<file path="src/rtl/cnn_pkg.sv">
// Constants shared by control, the convolution datapath and the result reader,
// plus the reader's state encoding and output-buffer entry layout.
package cnn_pkg;

  localparam int CNN_DATA_W = 16;
  localparam int CNN_OUT_H  = 3;
  localparam int CNN_OUT_W  = 3;

  typedef enum logic [1:0] {
    RD_IDLE  = 2'd0,
    RD_READ  = 2'd1,
    RD_DRAIN = 2'd2
  } rd_state_e;

  typedef struct packed {
    logic [CNN_DATA_W-1:0] data;
    logic                  row_end;
    logic                  last;
  } buf_entry_t;

endpackage

</file>
<file path="src/rtl/cnn_result_reader_fifo2.sv">
// Generic 2-deep synchronous FIFO; head entry is visible combinationally on dout_o.
// Pushing while full or popping while empty is the caller's responsibility.
module fifo2 #(
  parameter int W = 8
) (
  input  logic         clk,
  input  logic         reset,
  input  logic         push_i,
  input  logic         pop_i,
  input  logic [W-1:0] din_i,
  output logic [W-1:0] dout_o,
  output logic [1:0]   count_o
);

  logic [W-1:0] mem_q [2];
  logic         wr_ptr_q;
  logic         rd_ptr_q;
  logic [1:0]   count_q;
  logic [1:0]   count_d;

  always_comb begin
    count_d = count_q;
    case ({push_i, pop_i})
      2'b10:   count_d = count_q + 2'd1;
      2'b01:   count_d = count_q - 2'd1;
      default: count_d = count_q;
    endcase
  end

  always_ff @(posedge clk) begin
    if (reset) begin
      mem_q[0] <= '0;
      mem_q[1] <= '0;
      wr_ptr_q <= 1'b0;
      rd_ptr_q <= 1'b0;
      count_q  <= 2'd0;
    end else begin
      if (push_i) begin
        mem_q[wr_ptr_q] <= din_i;
        wr_ptr_q        <= ~wr_ptr_q;
      end
      if (pop_i) begin
        rd_ptr_q <= ~rd_ptr_q;
      end
      count_q <= count_d;
    end
  end

  assign dout_o  = mem_q[rd_ptr_q];
  assign count_o = count_q;

endmodule

</file>
<file path="src/rtl/cnn_result_reader.sv">
// Drains the output feature-map RAM in raster order after control's done pulse,
// optionally applies ReLU, and streams pixels with row-end/frame-end markers.
module cnn_result_reader
  import cnn_pkg::*;
#(
  parameter int DATA_W = CNN_DATA_W,
  parameter int OUT_H  = CNN_OUT_H,
  parameter int OUT_W  = CNN_OUT_W,
  parameter int ADDR_W = 4,
  parameter int RELU   = 1
) (
  input  logic              clk,
  input  logic              reset,
  input  logic              done,
  output logic              rd_en,
  output logic [ADDR_W-1:0] rd_addr,
  input  logic [DATA_W-1:0] rd_data,
  output logic              out_valid,
  input  logic              out_ready,
  output logic [DATA_W-1:0] out_data,
  output logic              out_row_end,
  output logic              out_last,
  output logic              busy,
  output logic              done_dropped
);

  localparam int NPIX  = OUT_H * OUT_W;
  localparam int ENT_W = DATA_W + 2;
  localparam int COL_W = (OUT_W > 1) ? $clog2(OUT_W) : 1;

  localparam logic [ADDR_W-1:0] LAST_ADDR = ADDR_W'(NPIX - 1);
  localparam logic [COL_W-1:0]  LAST_COL  = COL_W'(OUT_W - 1);

  rd_state_e         state_q, state_d;
  logic [ADDR_W-1:0] addr_q, addr_d;
  logic [COL_W-1:0]  col_q, col_d;
  logic              inflight_q;
  logic              infl_row_end_q;
  logic              infl_last_q;
  logic              done_dropped_q, done_dropped_d;

  logic [1:0]        fifo_count;
  logic [ENT_W-1:0]  fifo_dout;
  logic [ENT_W-1:0]  push_entry;
  logic [DATA_W-1:0] relu_data;
  logic              pop;
  logic [2:0]        occupancy;

  assign out_valid = (fifo_count != 2'd0);
  assign pop       = out_valid & out_ready;

  // Slots already committed next cycle: stored entries plus the read in flight,
  // minus the one leaving now. Issuing only below 2 keeps the buffer from overflowing.
  assign occupancy = {1'b0, fifo_count} + {2'b00, inflight_q} - {2'b00, pop};
  assign rd_en     = (state_q == RD_READ) && (occupancy < 3'd2);
  assign rd_addr   = addr_q;

  assign relu_data  = ((RELU != 0) && rd_data[DATA_W-1]) ? '0 : rd_data;
  assign push_entry = {relu_data, infl_row_end_q, infl_last_q};

  fifo2 #(
    .W (ENT_W)
  ) u_buf (
    .clk     (clk),
    .reset   (reset),
    .push_i  (inflight_q),
    .pop_i   (pop),
    .din_i   (push_entry),
    .dout_o  (fifo_dout),
    .count_o (fifo_count)
  );

  assign out_data    = fifo_dout[ENT_W-1:2];
  assign out_row_end = fifo_dout[1];
  assign out_last    = fifo_dout[0];

  assign busy         = (state_q != RD_IDLE);
  assign done_dropped = done_dropped_q;

  always_comb begin
    state_d        = state_q;
    addr_d         = addr_q;
    col_d          = col_q;
    done_dropped_d = done_dropped_q | (done & busy);
    case (state_q)
      RD_IDLE: begin
        if (done) begin
          state_d = RD_READ;
          addr_d  = '0;
          col_d   = '0;
        end
      end
      RD_READ: begin
        if (rd_en) begin
          // Address holds on the final read so it never points past the frame.
          if (addr_q == LAST_ADDR) begin
            state_d = RD_DRAIN;
          end else begin
            addr_d = addr_q + 1'b1;
          end
          col_d = (col_q == LAST_COL) ? '0 : col_q + 1'b1;
        end
      end
      RD_DRAIN: begin
        if (pop && out_last) begin
          state_d = RD_IDLE;
        end
      end
      default: state_d = RD_IDLE;
    endcase
  end

  always_ff @(posedge clk) begin
    if (reset) begin
      state_q        <= RD_IDLE;
      addr_q         <= '0;
      col_q          <= '0;
      inflight_q     <= 1'b0;
      infl_row_end_q <= 1'b0;
      infl_last_q    <= 1'b0;
      done_dropped_q <= 1'b0;
    end else begin
      state_q        <= state_d;
      addr_q         <= addr_d;
      col_q          <= col_d;
      inflight_q     <= rd_en;
      infl_row_end_q <= (col_q == LAST_COL);
      infl_last_q    <= (addr_q == LAST_ADDR);
      done_dropped_q <= done_dropped_d;
    end
  end

endmodule

</file>
<file path="config.mk">
export PLATFORM = sky130hd
export DESIGN_NAME = cnn_result_reader
export DESIGN_NICKNAME = d
export VERILOG_FILES = /design/src/rtl/cnn_pkg.sv /design/src/rtl/cnn_result_reader_fifo2.sv /design/src/rtl/cnn_result_reader.sv
export SDC_FILE = /design/constraint.sdc
export NUM_CORES = 1
export LEC_CHECK = 0
export CORE_MARGIN = 2
export CORE_UTILIZATION = 47
export DETAILED_ROUTE_END_ITERATION = 8
export PLACE_DENSITY_LB_ADDON = 0.3
export SLEW_MARGIN = 20
export SYNTH_ARGS = -nofsm -noshare
export SYNTH_HDL_FRONTEND = slang
export SYNTH_HIERARCHICAL = 1
export SYNTH_SLANG_ARGS = --single-unit
</file>
<file path="constraint.sdc">
create_clock -name clk -period 2.3 [get_ports clk]
set_input_delay 0.46 -clock clk [delete_from_list [all_inputs] [get_ports clk]]
set_output_delay 0.46 -clock clk [all_outputs]
set_load 0.02 [all_outputs]
</file>
* After elaboration in Yosys (flattened, before gate mapping) *
Memories as Yosys holds them, arrays and structs flattened. A register that Yosys moved wholly into a read port is not among the register bits.
Index checks and enable logic that the tools add are counted.

storage, ports and cells
  memory bits (writable) = 34
  memories = 1
  input port bits = 20
  word-level logic and storage cells = 70
  output and inout port bits = 26
  bits in registers = 16

operators by class
  equal/unequal tests = 11
  bitwise operators = 5
  mux-type cells = 25
  $lt $le $gt $ge = 1
  reductions and logical operators = 11
  add/subtract/negate cells = 6

memory list
  memory       words  bits a word  rd ports  clocked after memory_dff  wr ports  RTL line                       RTL
  u_buf.mem_q  2      17           1         1                         2         cnn_result_reader_fifo2.sv:15  logic [W-1:0] mem_q [2];

operators by type and width
  kind                 count
  $mux 17              1
  $reduce_or 17->1     1
  $mux 15              1
  $mux 2               7
  $mux 4               3
  $mux 1               9
  $ne 2x2->1 const B   4
  $pmux 2 s2           2
  $pmux 4 s2           1
  $reduce_and 4->1     2
  $reduce_bool 2->1    4
  $eq 2x2->1 const B   3
  $pmux 2 s3           1
  $add 2x1->2 const B  2
  $add 4x1->4 const B  1
  $eq 2x1->1 const B   2
  $eq 4x4->1 const B   1
  $add 2x1->3          1
  $lt 3x2->1 const B   1
  $reduce_and 3->1     1
  $sub 3x1->3          1
  $and 1x1->1          2
  $logic_and 1x1->1    2
  $logic_not 2->1      1
  4 further kinds      5

* Longest topological paths before layout *
  word-level depth = 7
  depth in mapped cells = 8
  depth with buffers taken out = 8

* Cells and area by module *
Netlist, hierarchy kept.

by module, submodules not included
  module             cells an instance  seq. area each (um^2)  area each (um^2)  times used
  fifo2              137                1181.1                 1766.7            1
  cnn_result_reader  92                 240.2                  768.2             1

* Worst setup path after synthesis *
Ideal clock, no wire load.

  kind = register to output
  from = reg u_buf.count_q[1], in the netlist u_buf/count_o[1]
  to = out rd_en
  data required time = 1.840 ns
  stages on the path, launching flop included = 8
  data arrival time = 1.895 ns
  slack = -0.055 ns
  buffers on the path = 0
  cells stage by stage = dfxtp_1 > nand2_1 > nor2_1 > o21ai_0 > fa_1 > xnor2_2 > nand3_2 > nor2_1

on the way
  cells in the longest elaborated chain, start to end = 5
  elaborated cells on any way between the ends = 6
  classes of those cells = add/sub: 2; order compare: 1; bitwise: 1; reduce/logical: 2

ends and longest elaborated chain
  what                                                 RTL line                       RTL
  start: declaration                                   cnn_result_reader_fifo2.sv:18  logic [1:0] count_q;
  start signal: assignment                             cnn_result_reader_fifo2.sv:45  count_q <= count_d;
  branches (longest 2 deep; another with $add 2x1->3)  --
  $sub 3x1->3 *                                        cnn_result_reader.sv:54        assign occupancy = {1'b0, fifo_count} + {2'b00, inflight_q} - {2'b00, pop};
  $lt 3x2->1 *                                         cnn_result_reader.sv:55        assign rd_en = (state_q == RD_READ) && (occupancy < 3'd2);
  $logic_and 1x1->1 *                                  cnn_result_reader.sv:55
  end: declaration                                     cnn_result_reader.sv:15        output logic rd_en,

Every way passes the cells marked *.

==> impl_metrics.py <==
metrics = {
    "timing": {
        "worst_slew_pin_slew_ns": 0.5822,
        "min_period_ns": 2.232,
        "maxSlewHeadroom_pct": 61.07,
        "grt_setup_unrepaired": "yes",
        "finalHoldViolCount": 0,
        "setup_viol": 0,
        "setup_ws_ns": 0.06790,
        "fmax_mhz": 448.0,
        "fin_crit_sh_pct": 97.05,
        "fin_skew_ns": 0.01218,
        "slew_viol_final": 0,
    },
    "floorplanning": {
        "io_pins": 46,
        "start_util_pct": 49.01,
        "core.rowCount": 26,
        "dieWidth_um": 77.44,
        "core_region_area_um2": 5172,
        "die-area_um2": 5997,
        "die_h_um": 77.44,
    },
    "cells_and_area": {
        "final_design_area_no_fill_um2": 3306,
        "final_common_cell": "nor2_1",
        "n_antenna_cell": 0,
        "utilization_pct": 63.91,
        "synthToLayoutAreaGrowth_pct": 30.40,
        "finalNonFillerCells": 362,
        "mostFrequentLayoutCells": "44 x nor2_1, 43 x clkdlybuf4s50_1, 36 x edfxtp_1",
        "drive_above_1_share_pct": 22.26,
        "num-nets-final": 315,
    },
    "synthesis": {
        "ys_ff_latch": 53,
        "syn-num-nets": 253,
        "yosysSeqAreaShare_pct": 56.07,
        "dominantRegCellSynth": "edfxtp_1",
        "synth_edf_count": 36,
        "synthArstFlopShare_pct": 0,
        "yosys_warnings": 6,
        "synth_area_per_cell_um2": 11.07,
        "synth_cells": 229,
        "netlist_area_um2": 2535,
        "synth.distinct_cells": 41,
    },
    "placement": {
        "dp_hpwl_um": 3397,
        "dp_slack_ns": -0.8261,
        "post-place-cells": 353,
        "io_buffers": 45,
        "gp_congestion": 0.8024,
        "place_area_um2": 3174,
    },
    "worst_hold_path": {
        "min_path_type": "reg2reg",
        "hold_depth": 2,
        "min_from": "u_buf/wr_ptr_q",
        "min_to": "u_buf/wr_ptr_q",
    },
    "worst_setup_path": {
        "crit_required_ns": 1.84,
        "worst_r2r_startpoint": "u_buf/count_o[0]",
        "r2r_slack_ns": 0.10,
        "cp-end-kind": "output pin",
        "worstPathArrival_ns": 1.77,
        "critPathLaunchType": "register",
        "crit_buf_inv": 2,
        "cp_top_family": "buffers and inverters",
        "slowest_stage": "clkdlybuf4s50_1",
        "path_max_fanout": 10,
        "reg2reg_depth": 8,
        "worstReg2RegEnd": "rd_addr[3]",
        "critPathKind": "reg2out",
        "path_cells": "buf_4 -> mux2_2 -> clkdlybuf4s50_1",
        "slowest_delay_ns": 0.54,
    },
    "route": {
        "num_vias": 1809,
        "wire_per_inst_um": 13.77,
        "remaining_drc_errors": 0,
        "dr.first_iter.drc_count": 80,
        "routed_wl_um": 4985,
        "drt-pass1-iter-count": 4,
        "ant_nets": 0,
        "routed_via_density": 4.997,
    },
    "pwr": {
        "power.total_mw": 2.814,
        "ir_drop_mv": 0.6635,
        "leakage_nw": 1.176,
        "powerDensity_nw_per_um2": 851.3,
    },
    "outcome": {
        "status": "complete, no violations",
    },
    "global_route": {
        "grt_max_degree": 25,
        "antenna_found_initial": 0,
        "grt_overflow": 0,
        "grt.total_usage_pct": 17.52,
        "grt_pass1_vias": 1788,
        "grt_pass1_wl_um": 8480,
    },
    "cts": {
        "clk_path_buf_depth": 2,
        "cts_tree": "done",
        "path_clk_slew_ns": 0.10,
        "cts_buffers": 5,
        "root_buffer": "clkbuf_8",
        "cts_htree_levels": 2,
        "clk-insertion-delay-late_ns": 0.31,
        "clkSinkCount": 53,
    },
    "job": {
        "drv_cap": 0,
    },
}
sequential cells by signal (all words and copies together), names as in the netlist, named ones only:
signal          flops
u_buf/mem_q        36
rd_addr             4
col_q               2
state_q             2
u_buf/count_o       2
done_dropped        1
infl_last_q         1
infl_row_end_q      1
inflight_q          1
u_buf/rd_ptr_q      1
u_buf/wr_ptr_q      1
final cells by class:
cell class	count	area, um2
fill	408	1867
tap	70	87.58
clock inverter	3	28.78
multi-input combinational	161	1061
timing repair buffer	66	620.6
inverter	4	15.01
sequential	53	1424
clock buffer	5	68.82
where the power goes:
group	internal (mW)	switching, mW	leakage (nW)	total (mW)
combinational	0.558	0.521	0.610	1.08
clock	0.228	0.328	0.0506	0.556
sequential	1.13	0.0524	0.515	1.18
total	1.91	0.902	1.18	2.81
logic make-up (layout without fill, tap and decap cells):
family,after synthesis,in the layout,synth area share (%)
muxes,19,19,8.391
other,1,1,0.1479
DFF,53,53,56.07
xor gates and xnor gates,4,4,1.679
adders and majority gates,4,4,2.271
AOI/OAI and AO/OA,18,18,4.986
buffers and inverters,15,78,3.109
and+or+nand+nor,115,115,23.35
synth_stat cells (2+ instances only):
| cell | number | area, um2 |
|---|---|---|
| o21ai_0 | 5 | 25.02 |
| dfxtp_1 | 17 | 340.3 |
| a31oi_1 | 2 | 12.51 |
| nand3_1 | 3 | 15.01 |
| a41oi_1 | 2 | 17.52 |
| nor2b_1 | 17 | 106.4 |
| nor3_1 | 3 | 15.01 |
| edfxtp_1 | 36 | 1081 |
| mux2_2 | 18 | 202.7 |
| nor2_1 | 46 | 172.7 |
| inv_1 | 4 | 15.01 |
| buf_4 | 2 | 15.01 |
| or3_1 | 2 | 12.51 |
| or2_2 | 2 | 12.51 |
| nand3b_1 | 3 | 22.52 |
| a21oi_1 | 4 | 20.02 |
| buf_2 | 3 | 15.01 |
| clkbuf_1 | 4 | 15.01 |
| nand2b_1 | 23 | 143.9 |
| ha_1 | 3 | 37.54 |
| xnor2_1 | 2 | 17.52 |
| nand2_1 | 9 | 33.78 |
worst reg2reg max path: stages, from the launching register on:
cell and delay [ns]:
dfxtp_2 0.36, nor2b_4 0.15, o21ai_2 0.07, fa_2 0.54
nand3_2 0.12, buf_4 0.16, buf_4 0.14, or4_4 0.47
a41oi_2 0.13
per-stage QoR:
stage          setup TNS [ns]  hold slack, ns
2_1_floorplan               0          0.4445
3_3_place_gp           -3.029          0.4508
3_5_place_dp           -3.541          0.4654
4_1_cts              -0.03511          0.4796
5_1_grt              -0.04857          0.5030
6_report                    0          0.4770
worst max path at each step:
stage	from	depth (start not counted)	end	slack, ns
floorplan	u_buf/count_o[1]	8	rd_addr[3]	0.02
global placement	out_ready	9	rd_en	-0.77
detailed placement	out_ready	9	rd_en	-0.83
CTS	u_buf/count_o[0]	7	rd_en	-0.04
global route	u_buf/count_o[1]	8	rd_en	-0.05
finish	register	3	out_last	0.07
layer usage:
metal | vias to the layer above | track usage [%] | routed length (um)
li1 | 911 | - | -
met1 | 857 | 23.65 | 2295
met2 | 36 | 29.83 | 2528
met3 | 5 | 2.442 | 122
met4 | 0 | 4.464 | 39
met5 | - | 0 | 0
timing repair:
item / CTS / global route
endpoints found under the setup margin: 5 / 2
hold buffers: 0 / 0
pin swaps: 5 / 4
gates resized for setup: 16 / 5
setup buffers: 1 / 0
Note: power is estimated with default switching activity, not from simulation.
